[src/rtl/fetch_pkg.sv]
// Shared types for the instruction-fetch stage: FSM state encoding and the
// {pc, instruction} record held in the instruction queue.
package fetch_pkg;

  localparam int PKG_ADDRESS_WIDTH     = 64;
  localparam int PKG_INSTRUCTION_WIDTH = 32;

  typedef enum logic [1:0] {
    FETCH,
    WAIT,
    SQUASH
  } fetch_state_t;

  typedef struct packed {
    logic [PKG_ADDRESS_WIDTH-1:0]     pc;
    logic [PKG_INSTRUCTION_WIDTH-1:0] instruction;
  } fetch_entry_t;

endpackage

[src/rtl/fetch_queue.sv]
// Circular FIFO of fetch entries. Flush beats push/pop; storage is cleared
// only by reset so the head reads as zero straight out of reset.
module fetch_queue
  import fetch_pkg::*;
#(
  parameter int QUEUE_DEPTH = 4
) (
  input  logic                               clk,
  input  logic                               reset,
  input  logic                               flush,
  input  logic                               push,
  input  fetch_entry_t                       push_entry,
  input  logic                               pop,
  output fetch_entry_t                       head,
  output logic [$clog2(QUEUE_DEPTH+1)-1:0]   count
);

  localparam int PW = $clog2(QUEUE_DEPTH);

  fetch_entry_t      mem [QUEUE_DEPTH];
  logic [PW-1:0]     rd_ptr;
  logic [PW-1:0]     wr_ptr;

  assign head = mem[rd_ptr];

  always_ff @(posedge clk) begin
    if (reset) begin
      rd_ptr <= '0;
      wr_ptr <= '0;
      count  <= '0;
      for (int i = 0; i < QUEUE_DEPTH; i++) mem[i] <= '0;
    end else if (flush) begin
      rd_ptr <= '0;
      wr_ptr <= '0;
      count  <= '0;
    end else begin
      if (push) begin
        mem[wr_ptr] <= push_entry;
        wr_ptr      <= wr_ptr + 1'b1;
      end
      if (pop) rd_ptr <= rd_ptr + 1'b1;
      unique case ({push, pop})
        2'b10:   count <= count + 1'b1;
        2'b01:   count <= count - 1'b1;
        default: count <= count;
      endcase
    end
  end

endmodule

[src/rtl/fetch_unit.sv]
// Instruction-fetch stage: one outstanding icache read, responses queued for
// decode, redirects flush the queue and squash an in-flight response.
module fetch_unit
  import fetch_pkg::*;
#(
  parameter int                       ADDRESS_WIDTH     = 64,
  parameter int                       INSTRUCTION_WIDTH = 32,
  parameter int                       QUEUE_DEPTH       = 4,
  parameter logic [ADDRESS_WIDTH-1:0] RESET_PC          = '0
) (
  input  logic                                clk,
  input  logic                                reset,
  input  logic                                in_redirect_valid,
  input  logic [ADDRESS_WIDTH-1:0]            in_redirect_target,
  output logic                                icache_req_valid,
  output logic [ADDRESS_WIDTH-1:0]            icache_req_addr,
  input  logic                                icache_req_ready,
  input  logic                                icache_resp_valid,
  input  logic [INSTRUCTION_WIDTH-1:0]        icache_resp_data,
  output logic                                out_valid,
  output logic [INSTRUCTION_WIDTH-1:0]        out_instruction_bits,
  output logic [ADDRESS_WIDTH-1:0]            out_pc,
  output logic [ADDRESS_WIDTH-1:0]            out_pcplus4,
  input  logic                                in_decode_ready,
  output logic [$clog2(QUEUE_DEPTH+1)-1:0]    out_queue_count
);

  localparam int             CW      = $clog2(QUEUE_DEPTH+1);
  localparam logic [CW-1:0]  DEPTH_C = CW'(QUEUE_DEPTH);

  fetch_state_t               state, state_next;
  logic [ADDRESS_WIDTH-1:0]   fetch_pc;
  logic [ADDRESS_WIDTH-1:0]   req_pc;
  logic [ADDRESS_WIDTH-1:0]   redirect_pc;
  logic                       handshake, push, pop;
  fetch_entry_t               push_entry, head;

  assign redirect_pc      = in_redirect_target & ~ADDRESS_WIDTH'(3);
  assign icache_req_valid = !reset && (state == FETCH) &&
                            (out_queue_count < DEPTH_C) && !in_redirect_valid;
  assign icache_req_addr  = fetch_pc;
  assign handshake        = icache_req_valid && icache_req_ready;

  // A redirect suppresses both queue ports; the flush takes effect instead.
  assign push       = (state == WAIT) && icache_resp_valid && !in_redirect_valid;
  assign pop        = out_valid && in_decode_ready && !in_redirect_valid;
  assign push_entry = '{pc: req_pc, instruction: icache_resp_data};

  assign out_valid            = (out_queue_count != '0);
  assign out_pc               = head.pc;
  assign out_instruction_bits = head.instruction;
  assign out_pcplus4          = head.pc + ADDRESS_WIDTH'(4);

  always_comb begin
    state_next = state;
    unique case (state)
      FETCH:   if (handshake) state_next = WAIT;
      WAIT: begin
        if (icache_resp_valid)      state_next = FETCH;
        else if (in_redirect_valid) state_next = SQUASH;
      end
      SQUASH:  if (icache_resp_valid) state_next = FETCH;
      default: state_next = FETCH;
    endcase
  end

  always_ff @(posedge clk) begin
    if (reset) begin
      state    <= FETCH;
      fetch_pc <= RESET_PC;
    end else begin
      state <= state_next;
      if (in_redirect_valid) fetch_pc <= redirect_pc;
      else if (push)         fetch_pc <= req_pc + ADDRESS_WIDTH'(4);
    end
  end

  always_ff @(posedge clk) begin
    if (handshake) req_pc <= fetch_pc;
  end

  fetch_queue #(
    .QUEUE_DEPTH (QUEUE_DEPTH)
  ) u_queue (
    .clk        (clk),
    .reset      (reset),
    .flush      (in_redirect_valid),
    .push       (push),
    .push_entry (push_entry),
    .pop        (pop),
    .head       (head),
    .count      (out_queue_count)
  );

endmodule
[config.mk]
export PLATFORM = sky130hd
export DESIGN_NAME = fetch_unit
export DESIGN_NICKNAME = d
export VERILOG_FILES = /design/src/rtl/fetch_pkg.sv /design/src/rtl/fetch_queue.sv /design/src/rtl/fetch_unit.sv
export SDC_FILE = /design/constraint.sdc
export NUM_CORES = 1
export LEC_CHECK = 0
export BUFFER_PORTS_ARGS = -buffer_cell sky130_fd_sc_hd__buf_2
export CAP_MARGIN = 20
export CORE_AREA = 2 2 247 249
export CTS_BUF_LIST = sky130_fd_sc_hd__clkbuf_2 sky130_fd_sc_hd__clkbuf_4 sky130_fd_sc_hd__clkbuf_8
export CTS_CLUSTER_SIZE = 12
export DETAILED_ROUTE_END_ITERATION = 6
export DIE_AREA = 0 0 249 251
export GPL_ROUTABILITY_DRIVEN = 0
export PLACE_DENSITY_LB_ADDON = 0.12
export SLEW_MARGIN = 20
export SYNTH_ARGS = -nofsm -noshare
export SYNTH_HDL_FRONTEND = slang
export SYNTH_SLANG_ARGS = --single-unit
[constraint.sdc]
create_clock -name clk -period 16.77 [get_ports clk]
set_input_delay 1.677 -clock clk [delete_from_list [all_inputs] [get_ports clk]]
set_output_delay 1.677 -clock clk [all_outputs]
set_load 0.02 [all_outputs]
==> run_results.csv <==
group,metric,value,unit
outcome,status,"finished, final reports clean",
die,core_region_area,0.0598,mm²
sta,holdWs,0.449,ns
logic_synthesis,synthesis.nets,2028,
logic_synthesis,synth_edf_count,448,
layout,final_nets,2352,
global_route,grt_max_degree,88,
global_route,globalRouteOverflowTotal,0,
route,vias,16000,
pwr,internal_power,2130,µW
sta,tightest_slew,1.10,ns
layout,area_growth,17.2,%
critical_path,crit_slowest_cell,"buf_4",
sta,finClkSkew,0.0241,ns
critical_path,reg2reg_from,"state[0]$_SDFFE_PP0P_",
layout,drive_above_1_share,27.0,%
critical_path,critical-path-max-stage-delay,0.89,ns
sta,rsz0062_at_grt,"false",
route,viasPerCell,5.17,
die,start_util,39.8,%
sta,finalSetupViolations,0,
critical_path,path_cells,"buf_4 -> mux4_2 -> nand4_4 -> nor4_4 -> nand4_2 -> nor3_1 -> xor2_1 -> buf_2",
clocking,cts_tree,"built",
die,die_area,0.0625,mm²
layout,finalNonFillerCells,3098,
min_path,hp-class,"reg -> reg",
clocking,root_buffer,"clkbuf_8",
pwr,clockPowerShare,40.7,%
sta,report.final.slew_viol_count,0,
placed_design,dp_cells,2934,
clocking,ctsHoldBuffers,0,
logic_synthesis,synth_warnings,0,
clocking,cts_setup_buffers,0,
die,num_rows,90,
logic_synthesis,syn_inst,1922,
pwr,p_per_area,99.9,mW/mm²
logic_synthesis,avgSynthCellArea,12.4,µm²
logic_synthesis,synthDistinctLibCells,61,
route,dr.pass1.iters,7,
clocking,numClockSinks,523,
critical_path,arrival,4.79,ns
critical_path,crit_required,15.09,ns
min_path,min_from,"icache_req_addr[18]$_SDFFE_PP0P_",
die,ios,331,
sta,hold_viol,0,
logic_synthesis,synth_top_area_share,56.6,%
global_route,grt_pass1_vias,16400,
pwr,p_sw_share,23.4,%
sta,slew_headroom,26.6,%
global_route,grt.total_usage,20.7,%
clocking,cts_resized,0,
die,die_h,251,µm
critical_path,critPathBufInv,2,
sta,period_needed,6.47,ns
route,routed_wl,65600,µm
logic_synthesis,ys.flop_type,"edfxtp_1",
critical_path,crit_path_max_fanout,59,
critical_path,path_delay_family,"simple AND/OR/NAND/NOR gates",
clocking,clockBufferDepth,3,
route,remaining_drc_errors,0,
sta,finalCritPeriodShare,38.6,%
layout,layout_common_cells,"edfxtp_1 (448), nor2_1 (377), buf_2 (327), nand2_1 (215), inv_1 (120)",
critical_path,critPathLaunchType,"register",
layout,mostFrequentLayoutCell,"edfxtp_1",
route,drtAntennaViolNets,0,
route,drtIter0Drc,1012,
pwr,p_leak,0.0110,µW
placed_design,dpl.hpwl,40900,µm
clocking,h-tree-depth,3,
logic_synthesis,synth_area,0.0238,mm²
route,wl_per_cell,21.2,µm
pwr,p_sw,651,µW
global_route,antenna_found_initial,1,
die,die_width,249,µm
pwr,combPwrFrac,6.1,%
clocking,cts_buffers,91,
critical_path,crit_type,"reg -> out",
placed_design,port_buffers,328,
pwr,power,2780,µW
logic_synthesis,netlist_top_cells_area,"edfxtp_1 (57%), mux4_2 (8.8%), dfxtp_1 (6.3%), nor2_1 (6.0%), nand2_1 (3.4%)",
logic_synthesis,synthArstFlopShare,0,%
logic_synthesis,ys_seq_area_share,62.9,%
run,drv_cap,0,
pwr,vdd_ir_drop_max,0.0514,mV
global_route,grt_pass1_wl,98200,µm
critical_path,cp-end-kind,"output port",
logic_synthesis,synth_area_leader_cell,"edfxtp_1",
pwr,p_seq_share,53.2,%
sta,max_freq,155,MHz
clocking,cts.clk_slew.worst_paths,0.05,ns
sta,tns,0,ns
clocking,clock_latency,0.65,ns
logic_synthesis,ys_ff_latch,523,
-- kinds of logic (layout without fill, tap and decap cells) --
family,after synthesis,count (layout),synth area share (%)
other,0,1,0
AO/OA/AOI/OAI,141,141,3.51
buffers and inverters,237,630,4.35
flip-flops,523,523,62.9
XOR/XNOR,120,120,4.42
multiplexers,98,98,9.16
adder cells (fa/ha/maj),4,4,0.242
AND/OR/NAND/NOR,799,799,15.4
-- worst register-to-register path: stages (launching register included) --
cell and delay (ns):
dfxtp_1 0.37, nor2b_1 0.24, and2_2 0.83, nand2_1 0.10
buf_4 0.30, o21bai_4 0.18, buf_4 0.51, buf_4 0.88
-- flip-flops by register name (all words and copies together), names as in the netlist, named ones only --
| register | flops |
|---|---|
| u_queue.rd_ptr | 2 |
| req_pc | 64 |
| u_queue.wr_ptr | 2 |
| icache_req_addr | 64 |
| u_queue.count | 3 |
| state | 2 |
| u_queue.mem | 384 |
-- cell type report --
cell class / count / area, µm²
sequential: 523 / 15000
antenna: 1 / 2.50
inverter: 120 / 450
fill: 5571 / 31900
clock inverter: 38 / 189
timing repair buffer: 348 / 1830
multi-input combinational: 1162 / 7870
tap: 782 / 978
clock buffer: 124 / 1570
-- layer usage --
metal / vias to the layer above / GRT usage (%) / wire (µm)
li1: 7483 / - / -
met1: 8022 / 28.1 / 29600
met5: - / 0 / 0
met2: 428 / 33.8 / 31000
met3: 87 / 3.83 / 3530
met4: 0 / 6.79 / 1440
-- power groups by stage --
stage	Sequential [µW]	Combinational (µW)	Clock, µW
6_report	1480	170	1130
5_1_grt	1490	184	1220
4_1_cts	1480	174	1160
2_1_floorplan	1510	92.1	0
3_3_place_gp	1500	172	0
3_5_place_dp	1510	173	0
-- path summary, 6_finish.rpt --
kind | end | slack, ns | cells after the start
max | out_pcplus4[54] | 10.30 | 8
min | req_pc[18]$_DFFE_PP_ | 0.45 | 0
max reg2reg | u_queue.mem[2][23]$_SDFFCE_PN0P_ | 12.86 | 7
min reg2reg | req_pc[18]$_DFFE_PP_ | 0.45 | 0
-- metrics by stage --
stage                     utilization (%)  worst slack [ns]  area, µm²
after floorplan                         -              9.39      23800
after global placement               43.5             10.83      26000
after detailed placement             43.6             10.79      26100
after CTS                            46.5             10.05      27800
after global routing                 46.6              9.87      27900
final                                46.6             10.30      27900
-- cell usage after synthesis (8+ instances only) --
master,number
a21oi_1,63
and2_1,9
and3_1,51
buf_2,10
clkbuf_1,89
dfxtp_1,75
edfxtp_1,448
inv_1,120
mux4_2,93
nand2_1,216
nand3_1,32
nand4_1,23
nor2_1,379
nor3_1,19
nor3_2,11
nor4_1,16
o21ai_0,18
o22ai_1,33
or3_1,8
xnor2_1,74
xor2_1,46
Note: power is estimated with default switching activity, not from simulation.
